==> src/rtl/pipe_stage_skid_reg.sv <==
// rtl/pipe_stage_skid_reg.sv - pipeline-stage register with valid/ready handshake, optional skid entry, flush and bubble zeroing
module pipe_stage_skid_reg #(
  parameter int CTRL_W = 10,
  parameter int DATA_W = 113,
  parameter bit SKID   = 1'b1
) (
  input  logic              clk_i,
  input  logic              rst_i,
  input  logic              flush_i,
  input  logic              in_valid_i,
  output logic              in_ready_o,
  input  logic [CTRL_W-1:0] in_ctrl_i,
  input  logic [DATA_W-1:0] in_data_i,
  output logic              out_valid_o,
  input  logic              out_ready_i,
  output logic [CTRL_W-1:0] out_ctrl_o,
  output logic [DATA_W-1:0] out_data_o,
  output logic [1:0]        count_o
);

  // State encoding doubles as the occupancy count.
  typedef enum logic [1:0] {
    ST_EMPTY = 2'd0,
    ST_ONE   = 2'd1,
    ST_FULL  = 2'd2
  } state_t;

  state_t              state_q;
  logic [CTRL_W-1:0]   main_ctrl_q;
  logic [DATA_W-1:0]   main_data_q;
  logic [CTRL_W-1:0]   skid_ctrl_q;
  logic [DATA_W-1:0]   skid_data_q;
  logic                main_valid;
  logic                skid_valid;
  logic                in_fire;
  logic                out_fire;

  assign main_valid = (state_q != ST_EMPTY);
  assign skid_valid = (state_q == ST_FULL);

  generate
    if (SKID) begin : g_skid_ready
      // Registered-only ready: breaks the ready chain between stages.
      assign in_ready_o = !skid_valid;
    end else begin : g_comb_ready
      assign in_ready_o = !main_valid || out_ready_i;
    end
  endgenerate

  assign in_fire     = in_valid_i && in_ready_o;
  assign out_fire    = main_valid && out_ready_i;
  assign out_valid_o = main_valid;
  assign out_ctrl_o  = main_ctrl_q;
  assign out_data_o  = main_data_q;
  assign count_o     = state_q;

  // Main ctrl is cleared whenever the main entry empties, so bubbles carry zero control.
  always_ff @(posedge clk_i) begin
    if (!rst_i) begin
      state_q     <= ST_EMPTY;
      main_ctrl_q <= '0;
      main_data_q <= '0;
      skid_ctrl_q <= '0;
      skid_data_q <= '0;
    end else if (flush_i) begin
      state_q     <= ST_EMPTY;
      main_ctrl_q <= '0;
      skid_ctrl_q <= '0;
    end else begin
      case (state_q)
        ST_EMPTY: begin
          if (in_fire) begin
            state_q     <= ST_ONE;
            main_ctrl_q <= in_ctrl_i;
            main_data_q <= in_data_i;
          end
        end
        ST_ONE: begin
          if (in_fire && out_fire) begin
            main_ctrl_q <= in_ctrl_i;
            main_data_q <= in_data_i;
          end else if (in_fire) begin
            state_q     <= ST_FULL;
            skid_ctrl_q <= in_ctrl_i;
            skid_data_q <= in_data_i;
          end else if (out_fire) begin
            state_q     <= ST_EMPTY;
            main_ctrl_q <= '0;
          end
        end
        ST_FULL: begin
          if (out_fire) begin
            state_q     <= ST_ONE;
            main_ctrl_q <= skid_ctrl_q;
            main_data_q <= skid_data_q;
            skid_ctrl_q <= '0;
          end
        end
        default: begin
          state_q     <= ST_EMPTY;
          main_ctrl_q <= '0;
        end
      endcase
    end
  end

endmodule

==> config.mk <==
export PLATFORM = sky130hd
export DESIGN_NAME = pipe_stage_skid_reg
export DESIGN_NICKNAME = d
export VERILOG_FILES = /design/src/rtl/pipe_stage_skid_reg.sv
export SDC_FILE = /design/constraint.sdc
export NUM_CORES = 1
export LEC_CHECK = 0
export CAP_MARGIN = 15
export CORE_MARGIN = 2
export CORE_UTILIZATION = 50
export CTS_BUF_LIST = sky130_fd_sc_hd__clkbuf_8 sky130_fd_sc_hd__clkbuf_16
export DETAILED_ROUTE_END_ITERATION = 12
export PLACE_DENSITY = 0.8
export SKIP_CTS_REPAIR_TIMING = 1
export SYNTH_ARGS = -nofsm -noshare
export SYNTH_HDL_FRONTEND = slang
export SYNTH_SLANG_ARGS = --single-unit
==> constraint.sdc <==
create_clock -name clk_i -period 1.83 [get_ports clk_i]
set_input_delay 0.366 -clock clk_i [delete_from_list [all_inputs] [get_ports clk_i]]
set_output_delay 0.366 -clock clk_i [all_outputs]
set_load 0.02 [all_outputs]
==> impl_metrics.csv <==
group,metric,value,unit
synth,yosysWarningCount,0,
placed_design,buffer_ports.inserted,254,
timing,fin_tns_setup,0,ps
synth,synthDominantCellAreaShare,0.459,
worst_setup_path,critPathLaunchType,"register",
power,p_switching,2.94,mW
synth,ys_ff_latch,248,
power,pwr-share-seq,0.466,
detailed_routing,detailroute.via_count,9572,
synth,synth_seq_area_share,0.459,
worst_setup_path,critical_path_required,1460,ps
power,max-vdd-ir-drop,0.000632,V
clock_network,clk_latency,520,ps
worst_setup_path,worstReg2RegStart,"count_o[0]$_SDFFE_PP0P_",
worst_setup_path,worstSetupEndpointType,"primary output",
die,rows,53,
global_route,globalRouteOverflowTotal,0,
clock_network,tritoncts_num_sinks,248,
power,power_per_cell_area,809,nW/um2
global_route,grt.met3_usage,0.0599,
die,initial_utilization,0.513,
finish,antenna_cells,0,
detailed_routing,detail_route.vias_per_cell,5.47,
worst_setup_path,cp_data_arrival_time,1390,ps
worst_setup_path,path_cells,"or2_2, dlymetal6s2s_1",
finish,area_growth_syn_to_layout,38.6,%
finish,utilization,0.711,
die,core_region_area,21100,um2
worst_setup_path,r2r_setup_slack,150,ps
placed_design,pre_cts_ws,-375,ps
power,p_leak,7.35,nW
detailed_routing,wl_per_cell,17.1,um
synth,synth.lib_cells_used.distinct,31,
power,power.share.clock,0.406,
clock_network,max-clock-path-buffers,3,
synth,mappedNetlistNets,1361,
die,design.portCount,255,
detailed_routing,post-route-drc-count,0,
timing,min_period_over_period,0.960,
die,die_w,151,um
power,internal_dissipation,9.18,mW
die,fp.dieH,151,um
status,outcome,"finished, final reports clean",
finish,final_net_count,1585,
clock_network,clk_pin_slew,60,ps
synth,yosysTopAreaCell,"dfxtp_1",
synth,synth.area.top_cells,"dfxtp_1 46%, nand2_1 12%, mux2_2 12%",
finish,finish.instance_area,15000,um2
clock_network,ctsHtreeMaxLevel,1,
synth,avgSynthCellArea,8.77,um2
worst_setup_path,worstPathBufferInverterCount,1,
global_route,globalRoute.busiestLayer,"met2",
finish,post_route_cells_drive_above_1_share,0.151,
worst_setup_path,max_stage_delay,370,ps
synth,yosys.cell_count.top_type,"nand2_1",
timing,setup_slack,73.3,ps
worst_setup_path,crit_slowest_cell,"dfxtp_2",
worst_setup_path,cpLargestDelayFamily,"flip-flops",
clock_network,root_buffer,"clkbuf_16",
timing,clock-skew-final,8.18,ps
worst_setup_path,path_class,"register to primary output",
job,max_cap_viol_count,0,
global_route,global_route.usage.total,0.249,
timing,rsz0062_at_grt,"false",
global_route,antenna_found_initial,0,
power,post-layout-total-power,12.1,mW
synth,synth_top_cells_by_count,"350 x nand2_1, 248 x dfxtp_1, 114 x mux2_2, 113 x o211ai_1, 79 x clkbuf_1",
timing,slew_headroom,0.663,
die,die_area,22800,um2
clock_network,tritoncts.num_buffers,26,
timing,final.min_clock_period,1760,ps
hold_path,hold-path-endpoint,"out_data_o[78]$_SDFFE_PN0P_",
placed_design,gp_routability_congestion,0.815,
global_route,grt_pass1_vias,9229,
timing,tightestPinTransition,505,ps
global_route,grt_pass1_wl,46200,um
timing,hold_violations,0,
placed_design,placed_cell_area,13900,um2
worst_setup_path,worst_r2r_path_depth,6,
synth,async_set_or_reset_register_ratio_after_synthesis,0,
detailed_routing,drt_pass1_iterations,5,
clock_network,tritoncts,"built",
timing,achievable-frequency,569,MHz
timing,finalSetupViolCount,0,
power,p_sw_frac,0.243,
hold_path,min_delay_path_depth,3,
placed_design,dp_hpwl,19700,um
hold_path,worstHoldStart,"rst_i",
global_route,grt_max_degree,119,
detailed_routing,ant_nets,0,
worst_setup_path,worst_r2r_dst,"out_data_o[51]$_SDFFE_PN0P_",
timing,slew_viol_final,0,
synth,synth_ff_type,"dfxtp_1",
hold_path,min-delay-path-class,"primary input to register",
detailed_routing,drt_wl_total,29800,um
global_route,globalRouteMet1Util,0.311,
synth,gate_count_after_technology_mapping,1233,
worst_setup_path,critical_path.max_fanout,8,
global_route,met2_resource_use_gr,0.425,
detailed_routing,drt_iter0_drc,639,
power,p_comb_frac,0.128,
synth,post_synth_instance_area,10800,um2
synth,synth-edff-count,0,
-- worst min-delay path, cell delays in order --
cell	delay (ps)
buf_8	180
nand2_1	80
o21ai_0	60
-- cells in the final DEF (no fill, tap or decap) --
cell type        netlist  routed
dfxtp_1              248     246
a21oi_1               12      11
buf_4                  7      47
mux2_2               114     114
clkbuf_16              0      27
a21boi_0              43      43
o211ai_1             113     113
and3b_1                1       1
o21ai_1               70      70
nor2b_1                2       2
a21boi_1              70      70
a21oi_2                1       1
and2_0                 1       1
inv_1                  0      12
o22a_1                 2       2
nand2b_1               3       2
nand2b_4               0       1
clkbuf_8               0       5
or2_2                  1       1
o21ai_0               43      43
mux2i_1                1       1
clkinv_2               0       2
o2bb2ai_1             10      10
nand2_1              350     350
buf_8                  0       1
buf_12                 0      18
nand3b_1               1       1
or2_4                  0       1
dfxtp_2                0       2
nor2_2                 1       1
nand4_1               10      10
nor3b_4                0       1
clkdlybuf4s50_1        0     125
a211oi_1               1       1
a21oi_4                0       1
dlymetal6s2s_1         0     127
a22oi_1               10      10
nor2_1                 1       1
-- per-stage QoR --
step,cells,hold slack [ps]
final,1750,229
after global placement,1704,437
after global routing,1750,233
after CTS,1750,209
after floorplan,1233,432
after detailed placement,1704,442
-- layer usage --
layer	routed length [um]	vias up
met5	0	-
met4	748	0
met3	2120	45
met2	14200	247
met1	12800	4541
li1	-	4739
-- cells by family after synthesis --
kind of cell,count (synthesis),share of synthesized area
AOI/OAI and AO/OA,375,0.233
and+or+nand+nor,373,0.136
DFF,248,0.459
buffers and inverters,122,0.0524
muxes,115,0.120
-- power by group through the flow --
stage | clock network [mW] | logic [mW] | registers, mW
detailed placement | 0 | 1.57 | 5.77
global placement | 0 | 1.56 | 5.76
floorplan | 0 | 0.614 | 5.92
global route | 5.24 | 1.67 | 5.66
finish | 4.92 | 1.56 | 5.65
CTS | 5.01 | 1.58 | 5.65
-- worst max-delay path by stage --
stage,endpoint,startpoint,cells after the start
global route,in_ready_o,count_o[0]$_SDFFE_PP0P_,2
global placement,skid_data_q[112]$_SDFFE_PN0P_,in_valid_i,8
detailed placement,skid_data_q[29]$_SDFFE_PN0P_,in_valid_i,8
finish,out_valid_o,count_o[1]$_SDFFE_PP0P_,2
floorplan,out_data_o[46]$_SDFFE_PN0P_,count_o[0]$_SDFFE_PP0P_,7
CTS,in_ready_o,count_o[0]$_SDFFE_PP0P_,2
-- sequential cells by signal, indices dropped and copies added, names as in the netlist --
| signal | count |
|---|---|
| count_o | 2 |
| out_ctrl_o | 10 |
| out_data_o | 113 |
| skid_ctrl_q | 10 |
| skid_data_q | 113 |
-- final cells by class --
cell class / count / area [um2]
clock buffers: 32 / 744
clock inverters: 14 / 55.1
fillers: 1577 / 6100
multi-input cells: 863 / 5310
flip-flops and latches: 248 / 4970
well taps: 275 / 344
repair buffers: 318 / 3570
Power figures use the tool's default switching activity.
